`config.mk`:
```
export PLATFORM = sky130hd
export DESIGN_NAME = serial_par_rx_n
export DESIGN_NICKNAME = d
export VERILOG_FILES = /design/src/rtl/phy_rx_pkg.sv /design/src/rtl/sp_lane.sv /design/src/rtl/serial_par_rx_n.sv
export SDC_FILE = /design/constraint.sdc
export NUM_CORES = 1
export LEC_CHECK = 0
export ABC_CLOCK_PERIOD_IN_PS = 1700
export CELL_PAD_IN_SITES_DETAIL_PLACEMENT = 1
export CELL_PAD_IN_SITES_GLOBAL_PLACEMENT = 1
export CORE_MARGIN = 8
export CORE_UTILIZATION = 35
export DETAILED_ROUTE_END_ITERATION = 12
export DONT_BUFFER_PORTS = 1
export PLACE_DENSITY = 0.67
export SLEW_MARGIN = 20
export SYNTH_ARGS = -nofsm -noshare
export SYNTH_HDL_FRONTEND = slang
export SYNTH_SLANG_ARGS = --single-unit
```
`constraint.sdc`:
```
create_clock -name clk_32f -period 1.7 [get_ports clk_32f]
set_clock_uncertainty 0.05 [all_clocks]
set_input_delay 0.17 -clock clk_32f [delete_from_list [all_inputs] [get_ports clk_32f]]
set_output_delay 0.17 -clock clk_32f [all_outputs]
set_load 0.01 [all_outputs]
```
`src/rtl/phy_rx_pkg.sv`:
```
// rtl/phy_rx_pkg.sv - shared lane state encoding and symbol constants
package phy_rx_pkg;

    typedef enum logic [1:0] {
        ST_SEARCH  = 2'd0,
        ST_ALIGNED = 2'd1,
        ST_ACTIVE  = 2'd2
    } lane_state_t;

    localparam logic [7:0] COMMA_DEFAULT = 8'hBC;
    localparam logic [7:0] IDLE_SYM      = COMMA_DEFAULT;
    // A run of these bytes means the far end has stopped driving the lane
    localparam logic [7:0] LOSS_SYM      = 8'hFF;
    localparam int         BYTE_BITS     = 8;

endpackage

```
`src/rtl/sp_lane.sv`:
```
// rtl/sp_lane.sv - one serial lane: comma search, byte framing, activity and loss tracking
module sp_lane
    import phy_rx_pkg::*;
#(
    parameter logic [7:0] COMMA         = COMMA_DEFAULT,
    parameter int         ACTIVE_COMMAS = 4,
    parameter int         LOSS_BYTES    = 4
) (
    input  logic       clk_32f,
    input  logic       reset,
    input  logic       data_in,
    input  logic       lane_en,
    output logic [7:0] data_out,
    output logic       valid_out,
    output logic       active,
    output logic       sync_err
);

    localparam int CW = $clog2(ACTIVE_COMMAS) + 1;
    localparam int FW = $clog2(LOSS_BYTES) + 1;
    localparam logic [CW-1:0] COMMA_TARGET = CW'(ACTIVE_COMMAS);
    localparam logic [FW-1:0] LOSS_TARGET  = FW'(LOSS_BYTES);
    localparam logic [2:0]    LAST_BIT     = 3'(BYTE_BITS - 1);

    lane_state_t   state;
    logic [7:0]    sr;
    logic [2:0]    bit_cnt;
    logic [CW-1:0] comma_cnt;
    logic [FW-1:0] ff_cnt;

    logic [7:0]    shifted;
    logic          boundary;
    logic          is_comma;
    logic          is_loss;
    logic [CW-1:0] comma_inc;
    logic [FW-1:0] ff_inc;

    // The byte under test always includes the bit arriving on this edge
    assign shifted   = {sr[6:0], data_in};
    assign boundary  = (bit_cnt == LAST_BIT);
    assign is_comma  = (shifted == COMMA);
    assign is_loss   = (shifted == LOSS_SYM);

    // Saturating increments: counters stick at all-ones instead of wrapping
    assign comma_inc = (&comma_cnt) ? comma_cnt : comma_cnt + CW'(1);
    assign ff_inc    = (&ff_cnt)    ? ff_cnt    : ff_cnt + FW'(1);

    always_ff @(posedge clk_32f) begin
        if (reset) begin
            state     <= ST_SEARCH;
            sr        <= '0;
            bit_cnt   <= '0;
            comma_cnt <= '0;
            ff_cnt    <= '0;
            data_out  <= '0;
            valid_out <= 1'b0;
            active    <= 1'b0;
            sync_err  <= 1'b0;
        end else begin
            sr        <= shifted;
            valid_out <= 1'b0;
            sync_err  <= 1'b0;
            if (!lane_en) begin
                state     <= ST_SEARCH;
                bit_cnt   <= '0;
                comma_cnt <= '0;
                ff_cnt    <= '0;
                active    <= 1'b0;
            end else begin
                bit_cnt <= bit_cnt + 3'd1;
                unique case (state)
                    ST_SEARCH: begin
                        bit_cnt <= '0;
                        if (is_comma) begin
                            comma_cnt <= CW'(1);
                            ff_cnt    <= '0;
                            if (COMMA_TARGET <= CW'(1)) begin
                                state  <= ST_ACTIVE;
                                active <= 1'b1;
                            end else begin
                                state <= ST_ALIGNED;
                            end
                        end
                    end
                    ST_ALIGNED: begin
                        if (boundary) begin
                            if (is_comma) begin
                                comma_cnt <= comma_inc;
                                if (comma_inc >= COMMA_TARGET) begin
                                    state  <= ST_ACTIVE;
                                    active <= 1'b1;
                                end
                            end else begin
                                state     <= ST_SEARCH;
                                comma_cnt <= '0;
                                sync_err  <= 1'b1;
                            end
                        end
                    end
                    ST_ACTIVE: begin
                        if (boundary) begin
                            if (is_comma) begin
                                ff_cnt <= '0;
                            end else if (is_loss && (ff_inc >= LOSS_TARGET)) begin
                                // The byte that completes the loss run is swallowed
                                state     <= ST_SEARCH;
                                active    <= 1'b0;
                                sync_err  <= 1'b1;
                                comma_cnt <= '0;
                                ff_cnt    <= '0;
                            end else begin
                                ff_cnt    <= is_loss ? ff_inc : '0;
                                data_out  <= shifted;
                                valid_out <= 1'b1;
                            end
                        end
                    end
                    default: begin
                        state     <= ST_SEARCH;
                        comma_cnt <= '0;
                        ff_cnt    <= '0;
                        active    <= 1'b0;
                    end
                endcase
            end
        end
    end

endmodule

```
`src/rtl/serial_par_rx_n.sv`:
```
// rtl/serial_par_rx_n.sv - multi-lane serial-to-parallel receiver, one independent sp_lane per lane
module serial_par_rx_n
    import phy_rx_pkg::*;
#(
    parameter int         LANES         = 2,
    parameter logic [7:0] COMMA         = COMMA_DEFAULT,
    parameter int         ACTIVE_COMMAS = 4,
    parameter int         LOSS_BYTES    = 4
) (
    input  logic                 clk_32f,
    input  logic                 reset,
    input  logic [LANES-1:0]     data_in,
    input  logic [LANES-1:0]     lane_en,
    output logic [8*LANES-1:0]   data_out,
    output logic [LANES-1:0]     valid_out,
    output logic [LANES-1:0]     active,
    output logic [LANES-1:0]     sync_err
);

    for (genvar i = 0; i < LANES; i++) begin : g_lane
        sp_lane #(
            .COMMA         (COMMA),
            .ACTIVE_COMMAS (ACTIVE_COMMAS),
            .LOSS_BYTES    (LOSS_BYTES)
        ) u_lane (
            .clk_32f   (clk_32f),
            .reset     (reset),
            .data_in   (data_in[i]),
            .lane_en   (lane_en[i]),
            .data_out  (data_out[8*i +: 8]),
            .valid_out (valid_out[i]),
            .active    (active[i]),
            .sync_err  (sync_err[i])
        );
    end

endmodule

```
# --- Yosys cells after proc, flatten, opt, wreduce, memory -nomap -nowiden ---
# Cells that the tools add are included.
# Widths: inputs -> output; s select.
op_classes:
  mux: 74
  bitwise: 14
  reduce_logical: 24
  add_sub_neg: 6
  eq_ne: 26
  order_cmp: 4
op_table:
  columns: ["op", "count"]
  rows:
  - ["$mux 3", 26]
  - ["$pmux 3 s3", 4]
  - ["$eq 8x8->1 const B", 4]
  - ["$mux 2", 14]
  - ["$mux 1", 24]
  - ["$ne 2x1->1 const B", 12]
  - ["$reduce_and 5->1", 4]
  - ["$add 3x1->3 const B", 6]
  - ["$reduce_and 3->1", 6]
  - ["$not 1->1", 14]
  - ["$reduce_and 7->1", 2]
  - ["$ge 3x3->1 const B", 4]
  - ["$pmux 2 s3", 2]
  - ["$reduce_and 6->1", 2]
  - ["$reduce_or 5->1", 2]
  - ["$eq 3x3->1 const B", 2]
  - ["$ne 3x3->1 const B", 2]
  - ["$pmux 1 s3", 2]
  - ["$reduce_or 3->1", 2]
  - ["$eq 2x1->1 const B", 2]
  - ["$eq 2x2->1 const B", 2]
  - ["$logic_not 2->1", 2]
  - ["$ne 2x2->1 const B", 2]
  - ["$pmux 1 s2", 2]
  - ["2 further kinds", 4]
totals:
  reg_bits: 58
  input_bits: 6

# --- Logic depth before layout (Yosys ltp) ---
# Gate-level depths: netlist of run 1.
logic_depth:
  depth_word: 8
  mapped_depth: 8
  mapped_depth_nobuf: 7

# --- By module ---
# A second synthesis of run 1 with hierarchy kept.
hier_totals:
  hier_cells: 248
  area_unflattened_um2: 2451.1
modules_own_cells:
  columns: ["mod", "area_per_inst_um2", "cells_per_inst", "n_inst", "seq_area_each_um2"]
  rows:
  - ["sp_lane (g_lane[1].u_lane)", 1234.9, 123, 1, 580.6]
  - ["sp_lane (g_lane[0].u_lane)", 1216.2, 125, 1, 580.6]

# --- Worst setup path before layout of run 1 ---
# OpenSTA, ideal clock, no wires.
synth_path:
  kind: "reg-to-reg"
  startpoint: "register g_lane[1].u_lane.bit_cnt[0]"
  endpoint: "register g_lane[1].u_lane.ff_cnt[0]"
  period_less_slack_ps: 1723
  arrival_time_ps: 1603
  t_required_ps: 1579
  slack_ps: -23
  stages_incl_launch_ff: 7
  setup_ps: 71
  cell_sequence: "dfxtp_1 > ha_1 > ha_1 > inv_1 > a221o_1 > or3_1 > a21oi_1"
synth_between:
  elab_chain_len: 3
synth_lines:
  columns: ["element", "line_no", "source"]
  rows:
  - ["start, declared", "sp_lane.sv:27", "logic [2:0] bit_cnt;"]
  - ["start signal, assigned", "sp_lane.sv:70", "bit_cnt <= bit_cnt + 3'd1;"]
  - ["$eq 3x3->1", "sp_lane.sv:40", "assign boundary = (bit_cnt == LAST_BIT);"]
  - ["$ne 2x1->1 (no line)", null, null]
  - ["$reduce_and 3->1 (no line)", null, null]
  - ["end signal, assigned", "sp_lane.sv:112", "ff_cnt <= is_loss ? ff_inc : '0;"]
  - ["end, declared", "sp_lane.sv:29", "logic [FW-1:0] ff_cnt;"]
# Every way passes these cells.
# A chain may end at the register's enable or synchronous reset.

# --- Worst setup path in the final report of run 1 ---
layout_path:
  startpoint: "register g_lane[0].u_lane.sr[0]"
  endpoint: "register g_lane[0].u_lane.data_out[0]"
layout_between:
  elab_chain_len: 4
layout_lines:
  columns: ["element", "line_no", "source"]
  rows:
  - ["start, declared", "sp_lane.sv:26", "logic [7:0] sr;"]
  - ["start signal, assigned", "sp_lane.sv:60", "sr <= shifted;"]
  - ["$eq 8x8->1", "sp_lane.sv:42", "assign is_loss = (shifted == LOSS_SYM);"]
  - ["$logic_and 1x1->1", "sp_lane.sv:104", "end else if (is_loss && (ff_inc >= LOSS_TARGET)) begin"]
  - ["$not 1->1 (no line)", null, null]
  - ["$reduce_and 5->1 (no line) *", null, null]
  - ["end signal, assigned", "sp_lane.sv:113", "data_out <= shifted;"]
  - ["end, declared", "sp_lane.sv:13", "output logic [7:0] data_out,"]
# Mark *: on every way between the ends. The rest lies on a longest branch, timed or not.

==> impl_metrics.tcl, run 1 <==
set metrics [dict create \
    netlist_instances 252 \
    core_area_sq_um 6830 \
    fin_crit_sh_pct 107 \
    diodes 0 \
    critPathBufInv 1 \
    wl_met1_mm 2.93 \
    grt_setup_unrepaired "true" \
    fillers 787 \
    worstPathRequired_ns 1.87 \
    clkSinkCount 58 \
    syn_to_final_growth_pct 37.4 \
    cts.path.max_buffers 2 \
    cp.arrival_ns 1.99 \
    design_area_sq_um 3410 \
    slowest_delay_ns 0.57 \
    wl_met2_mm 3.12 \
    hold_viol_final 17 \
    clk_latency_ns 0.33 \
    syn_area_sq_um 2480 \
    drt_iter0_markers 39 \
    ant_nets 0 \
    cp-end-kind "flop" \
    p_int_mw 2.55 \
    p_leak_nw 1.34 \
    max_freq_mhz 550 \
    worst-path-max-fanout 5 \
    vdd_drop_max_mv 0.517 \
    met3_length_microns 282 \
    p_comb_share_pct 1.7 \
    clockPowerShare_pct 54.6 \
    synth-main-ff-cell "dfxtp_1" \
    switchingPower_uw 581 \
    crit_type "reg -> reg" \
    drc 0 \
    grt_util_all_layers_pct 13.0 \
    gp_congestion 0.802 \
    start_util_pct 36.3 \
    finalMaxSlewViolations 0 \
    grt_max_degree 36 \
    power_density_nw_per_um2 918 \
    worst_slack_ns -0.119 \
    p_total_mw 3.13 \
    cp_cell_sequence "or4b_4 -> o21a_1 -> o2111a_2 -> buf_6 -> mux2i_1 -> nor2_1" \
    max_slew_margin_pct 64.2 \
    finalSetupViolations 24 \
    cpLargestDelayFamily "simple AND/OR/NAND/NOR gates" \
    layout_min_cycle_time_ns 1.82 \
    dieArea_sq_um 10000 \
    failed_checks "negative hold slack, negative setup slack" \
    routedWlPerCell_microns 16.0 \
    status "finished, violations left" \
    hold_buffers 14 \
    cap_viol_max_count 0 \
    yosys_warnings 0 \
    min_path_type "in -> reg" \
    ys_ff_latch 58 \
    drive_gt1_share_pct 31.5 \
    pin_count 28 \
    cts-root-buf "clkbuf_8" \
    p_seq_share_pct 43.7 \
    dieHeight_microns 100 \
    cts-buffers-inserted 9 \
    via_per_inst 5.05 \
    dp_hpwl_mm 4.08 \
    top_layer "met4" \
    rrSetupSlack_ns -0.12 \
    worst_path_max_delay_cell "or4b_4" \
    ys_async_sr_fraction_pct 0 \
    swShare_pct 18.5 \
    start_kind "flop" \
    syn-num-nets 272 \
    grt_pass1_vias 2148 \
    cts.clk_slew.worst_paths_ns 0.07 \
    routed_wl_mm 6.43 \
    htreeDepth 3 \
    antenna_found_initial 0 \
    grt_overflow_total 0 \
    tightest_slew_ns 0.536 \
    hold_ws_ns -0.154 \
    synth_seq_area_share_pct 46.8 \
    fp.dieW_microns 100 \
    synth-edff-count 0 \
    fin_nets 320 \
    place_area_sq_um 2780 \
    row_count 30 \
    cts_tree "yes" \
    portBuffers 0 \
    firstDrtPassIters 4 \
    syn_area_per_cell_sq_um 9.85 \
    grt_pass1_wl_mm 10.4 \
    vias 2027 \
    synth.distinct_cells 42 \
]
==> cell usage in the layout, fill, tap and decap left out, types with 3 or more instances in the layout <==
cell type,n
a21oi_1,10
and3_1,5
buf_4,32
buf_6,6
bufinv_16,4
clkbuf_8,10
dfxtp_1,48
dfxtp_2,8
dlygate4sd3_1,14
ha_1,7
ha_4,7
inv_1,8
mux2i_1,16
nand2_1,11
nand4_1,8
nor2_1,28
nor2b_1,17
nor3_1,3
nor3_2,4
nor3b_1,3
o211ai_1,3
o21ai_1,4
o22ai_1,4
==> power by group through the flow <==
stage	clock [mW]	combinational [mW]	sequential [mW]
after global placement	0	0.0396	1.40
after global routing	1.81	0.0565	1.37
after detailed placement	0	0.0403	1.40
after floorplan	0	0.0334	1.40
after CTS	1.74	0.0506	1.37
final	1.71	0.0522	1.37
==> cell usage after synthesis, types with 3 or more instances <==
| cell type | number | area (sq um) |
|---|---|---|
| or3_1 | 3 | 18.8 |
| dfxtp_1 | 58 | 1160 |
| ha_1 | 14 | 175 |
| o22ai_1 | 4 | 25.0 |
| and3_1 | 5 | 31.3 |
| nand2_1 | 13 | 48.8 |
| nand3_1 | 3 | 15.0 |
| o21ai_0 | 4 | 20.0 |
| inv_1 | 10 | 37.5 |
| o211ai_1 | 3 | 22.5 |
| nand4_1 | 8 | 50.1 |
| a21oi_1 | 11 | 55.1 |
| nor2b_1 | 17 | 106 |
| buf_4 | 6 | 45.0 |
| clkbuf_1 | 8 | 30.0 |
| nor3b_1 | 3 | 22.5 |
| nor2_1 | 28 | 105 |
| nor3_1 | 7 | 35.0 |
| mux2i_1 | 18 | 180 |
==> path summary, 6_finish.rpt <==
| kind | endpoint | from | cells past startpoint |
|---|---|---|---|
| worst max register to register | g_lane[0].u_lane.data_out[0] | g_lane[0].u_lane.sr[0] | 6 |
| worst max-delay path | g_lane[0].u_lane.data_out[0] | g_lane[0].u_lane.sr[0] | 6 |
| worst min-delay path | g_lane[0].u_lane.data_out[1] | reset | 1 |
| worst min register to register | g_lane[1].u_lane.bit_cnt[0] | g_lane[1].u_lane.bit_cnt[0] | 1 |
==> flip-flops by register name (all words and copies together) (netlist names) <==
name and count:
g_lane.u_lane.ff_cnt 6, g_lane.u_lane.comma_cnt 6, g_lane.u_lane.state 4, g_lane.u_lane.bit_cnt 6, g_lane.u_lane.data_out 16, g_lane.u_lane.active 2, g_lane.u_lane.sync_err 2, g_lane.u_lane.valid_out 2
g_lane.u_lane.sr 14
==> routing by layer <==
metal  vias up  GRT usage, %
met4         0          6.40
met5         -             0
met2        28          21.4
met1       998          15.0
li1        992             -
met3         9          3.88
==> timing repair <==
action / 4_1_cts / 5_1_grt
pin swaps: 13 / 27
setup endpoints to repair: 29 / 33
endpoints found under the hold margin: 31 / 17
gates cloned: 0 / 0
buffers inserted: 5 / 0
resized for setup: 22 / 33
==> per-stage QoR <==
| stage | utilization (%) | setup slack [ns] | hold slack [ns] | std cells | setup TNS, ns |
|---|---|---|---|---|---|
| final | 49.9 | -0.119 | -0.154 | 401 | -1.58 |
| after global routing | 49.9 | -0.209 | -0.171 | 401 | -3.61 |
| after CTS | 48.4 | -0.0696 | -0.161 | 402 | -1.06 |
| after detailed placement | 40.7 | -0.144 | 0.197 | 367 | -1.29 |
| after global placement | 40.7 | -0.0537 | 0.196 | 367 | -0.523 |
| after floorplan | - | 0.00195 | 0.248 | 252 | 0 |
==> cell type report <==
type                    instances  area (sq um)  area share (%)
multi-input cells             168          1340            39.3
repair buffers                 53           468            13.7
clock inverters                 5           125            3.67
inverters                      10          37.5            1.10
clock buffers                  11           141            4.14
flip-flops and latches         58          1180            34.5
well taps                      96           120            3.52
==> logic make-up (layout without fill, tap and decap cells) <==
group	count (synthesis)	after routing	share of synthesized area [%]
adders and majority gates	14	14	7.06
and+or+nand+nor	95	95	21.1
AOI/OAI and AO/OA	41	41	12.4
DFF	58	58	46.8
buffers and inverters	26	79	5.44
muxes	18	18	7.26
Power figures use the tool's default switching activity.
==> run 2, diff against run 1 <==
- SLEW_MARGIN: 20 -> not set
==> results of run 2 <==
No change in the layout: final DEF, timing and power equal those of run 1.
==> run 3, diff against run 2 <==
- SKIP_LAST_GASP: not set -> 1
==> impl_metrics.tcl, run 3 (same netlist as run 1, synthesis figures left out) <==
set metrics [dict create \
    status "finished, violations left" \
    failed_checks "negative hold slack, negative setup slack" \
    place_ws_ns -0.144 \
    syn_to_final_growth_pct 37.4 \
    cts-root-buf "clkbuf_8" \
    crit_type "reg -> reg" \
    switchingPower_uw 585 \
    drive_gt1_share_pct 31.3 \
    dieArea_sq_um 10000 \
    min_path_type "in -> reg" \
    hold_ws_ns -0.156 \
    p_comb_share_pct 1.6 \
    via_per_inst 5.01 \
    firstDrtPassIters 4 \
    swShare_pct 18.6 \
    max_slew_margin_pct 66.7 \
    row_count 30 \
    pin_count 28 \
    routedWlPerCell_microns 16.1 \
    worst-path-max-fanout 5 \
    vdd_drop_max_mv 0.521 \
    max_freq_mhz 550 \
    grt_max_degree 36 \
    drt_iter0_markers 47 \
    finalMaxSlewViolations 0 \
    routed_wl_mm 6.47 \
    worst_slack_ns -0.120 \
    multi_input_comb_area_sq_um 1320 \
    tightest_slew_ns 0.499 \
    reg_top3 "g_lane.u_lane.data_out: 16 flops, g_lane.u_lane.sr: 14 flops" \
    start_kind "flop" \
    clockPowerShare_pct 54.7 \
    hp-start "reset" \
    cap_viol_max_count 0 \
    fin_crit_sh_pct 107 \
    fillers 783 \
    grt_setup_unrepaired "true" \
    regMostFlops "g_lane.u_lane.data_out" \
    dieHeight_microns 100 \
    layout_min_cycle_time_ns 1.82 \
    cts.path.max_buffers 2 \
    fp.dieW_microns 100 \
    ff2ff_path_depth 6 \
    diodes 0 \
    antenna_found_initial 0 \
    rrSetupSlack_ns -0.12 \
    rr_startpoint "g_lane[0].u_lane.sr[0]" \
    vias 2020 \
    cp-end-kind "flop" \
    start_util_pct 36.3 \
    portBuffers 0 \
    critPathBufInv 1 \
    ant_nets 0 \
    power_density_nw_per_um2 920 \
    clk_latency_ns 0.33 \
    dp_hpwl_mm 4.08 \
    hold_depth 1 \
    setup_tns_ns -1.31 \
    largest_reg_flops 16 \
    fin_nets 322 \
    design_area_sq_um 3410 \
    slowest_delay_ns 0.57 \
    grt_pass1_vias 2158 \
    htreeDepth 3 \
    reg2reg_to "g_lane[0].u_lane.data_out[0]" \
    worstPathRequired_ns 1.88 \
    finalSetupViolations 25 \
    p_leak_nw 1.35 \
    grt_pass1_wl_mm 10.4 \
    holdPathEnd "g_lane[0].u_lane.data_out[1]" \
    cts_tree "yes" \
    cp_cell_sequence "or4b_4 -> o21a_1 -> o2111a_2 -> buf_6 -> mux2i_1 -> nor2_1" \
    p_int_mw 2.55 \
    final_common_cell "dfxtp_1" \
    core_area_sq_um 6830 \
    hold_buffers 14 \
    worst_path_max_delay_cell "or4b_4" \
    p_seq_share_pct 43.7 \
    cts-buffers-inserted 9 \
    p_total_mw 3.14 \
    grt_util_all_layers_pct 13.0 \
    gp_congestion 0.802 \
    cts.clk_slew.worst_paths_ns 0.07 \
    grt_overflow_total 0 \
    clkSinkCount 58 \
    place_area_sq_um 2780 \
    seqCellArea_sq_um 1180 \
    cp.arrival_ns 2.00 \
    final_cell_mix "47 x dfxtp_1, 33 x buf_4, 28 x nor2_1" \
    hold_viol_final 17 \
    drc 0 \
    cpLargestDelayFamily "simple AND/OR/NAND/NOR gates" \
]
==> run 3: layer usage <==
| layer | GRT usage, % | routed length [microns] | up-vias |
|---|---|---|---|
| li1 | - | - | 995 |
| met1 | 14.7 | 2940 | 988 |
| met2 | 21.8 | 3150 | 26 |
| met3 | 3.88 | 279 | 11 |
| met4 | 6.40 | 104 | 0 |
| met5 | 0 | 0 | - |
==> run 3: cell type report <==
cell class	instances	area share, %
Multi-Input combinational cell	168	38.7
Tap cell	96	3.52
Inverter	10	1.10
Sequential cell	58	34.6
Clock buffer	11	4.14
Timing Repair Buffer	55	14.3
Clock inverter	5	3.67
==> run 3: through the flow <==
step,instances,util (%)
CTS,402,48.2
floorplan,252,-
global route,403,49.9
detailed placement,367,40.7
global placement,367,40.7
finish,403,49.9
==> run 3: worst reg2reg max path, delay by kind of cell (launching register included) <==
family	cells	cell delay, ns
AOI/OAI and AO/OA	2	0.40
and+or+nand+nor	2	0.64
muxes	1	0.17
DFF	1	0.32
buffers and inverters	1	0.14
==> run 3: worst max-delay path by stage <==
stage,start,end,slack [ns],depth (start not counted)
3_5_place_dp,g_lane[1].u_lane.sr[3],g_lane[1].u_lane.ff_cnt[0],-0.14,5
6_report,g_lane[0].u_lane.sr[0],g_lane[0].u_lane.data_out[0],-0.12,6
2_1_floorplan,g_lane[1].u_lane.state[0],g_lane[1].u_lane.ff_cnt[0],0.002,6
3_3_place_gp,g_lane[1].u_lane.sr[4],g_lane[1].u_lane.ff_cnt[0],-0.05,5
4_1_cts,g_lane[1].u_lane.ff_cnt[0],g_lane[1].u_lane.data_out[5],-0.07,7
5_1_grt,g_lane[0].u_lane.sr[0],g_lane[0].u_lane.data_out[0],-0.17,6
==> run 3: repair_timing <==
item	CTS	global route
endpoints found under the setup margin	29	33
endpoints found under the hold margin	31	17
gates resized for setup	20	33
pin swaps	13	25
setup buffers	5	1
cloned	0	0
==> run 3: power groups by stage <==
stage	Sequential (mW)	Clock, mW	Combinational, mW
2_1_floorplan	1.40	0	0.0334
3_3_place_gp	1.40	0	0.0396
3_5_place_dp	1.40	0	0.0403
4_1_cts	1.37	1.74	0.0506
5_1_grt	1.37	1.81	0.0564
6_report	1.37	1.72	0.0518
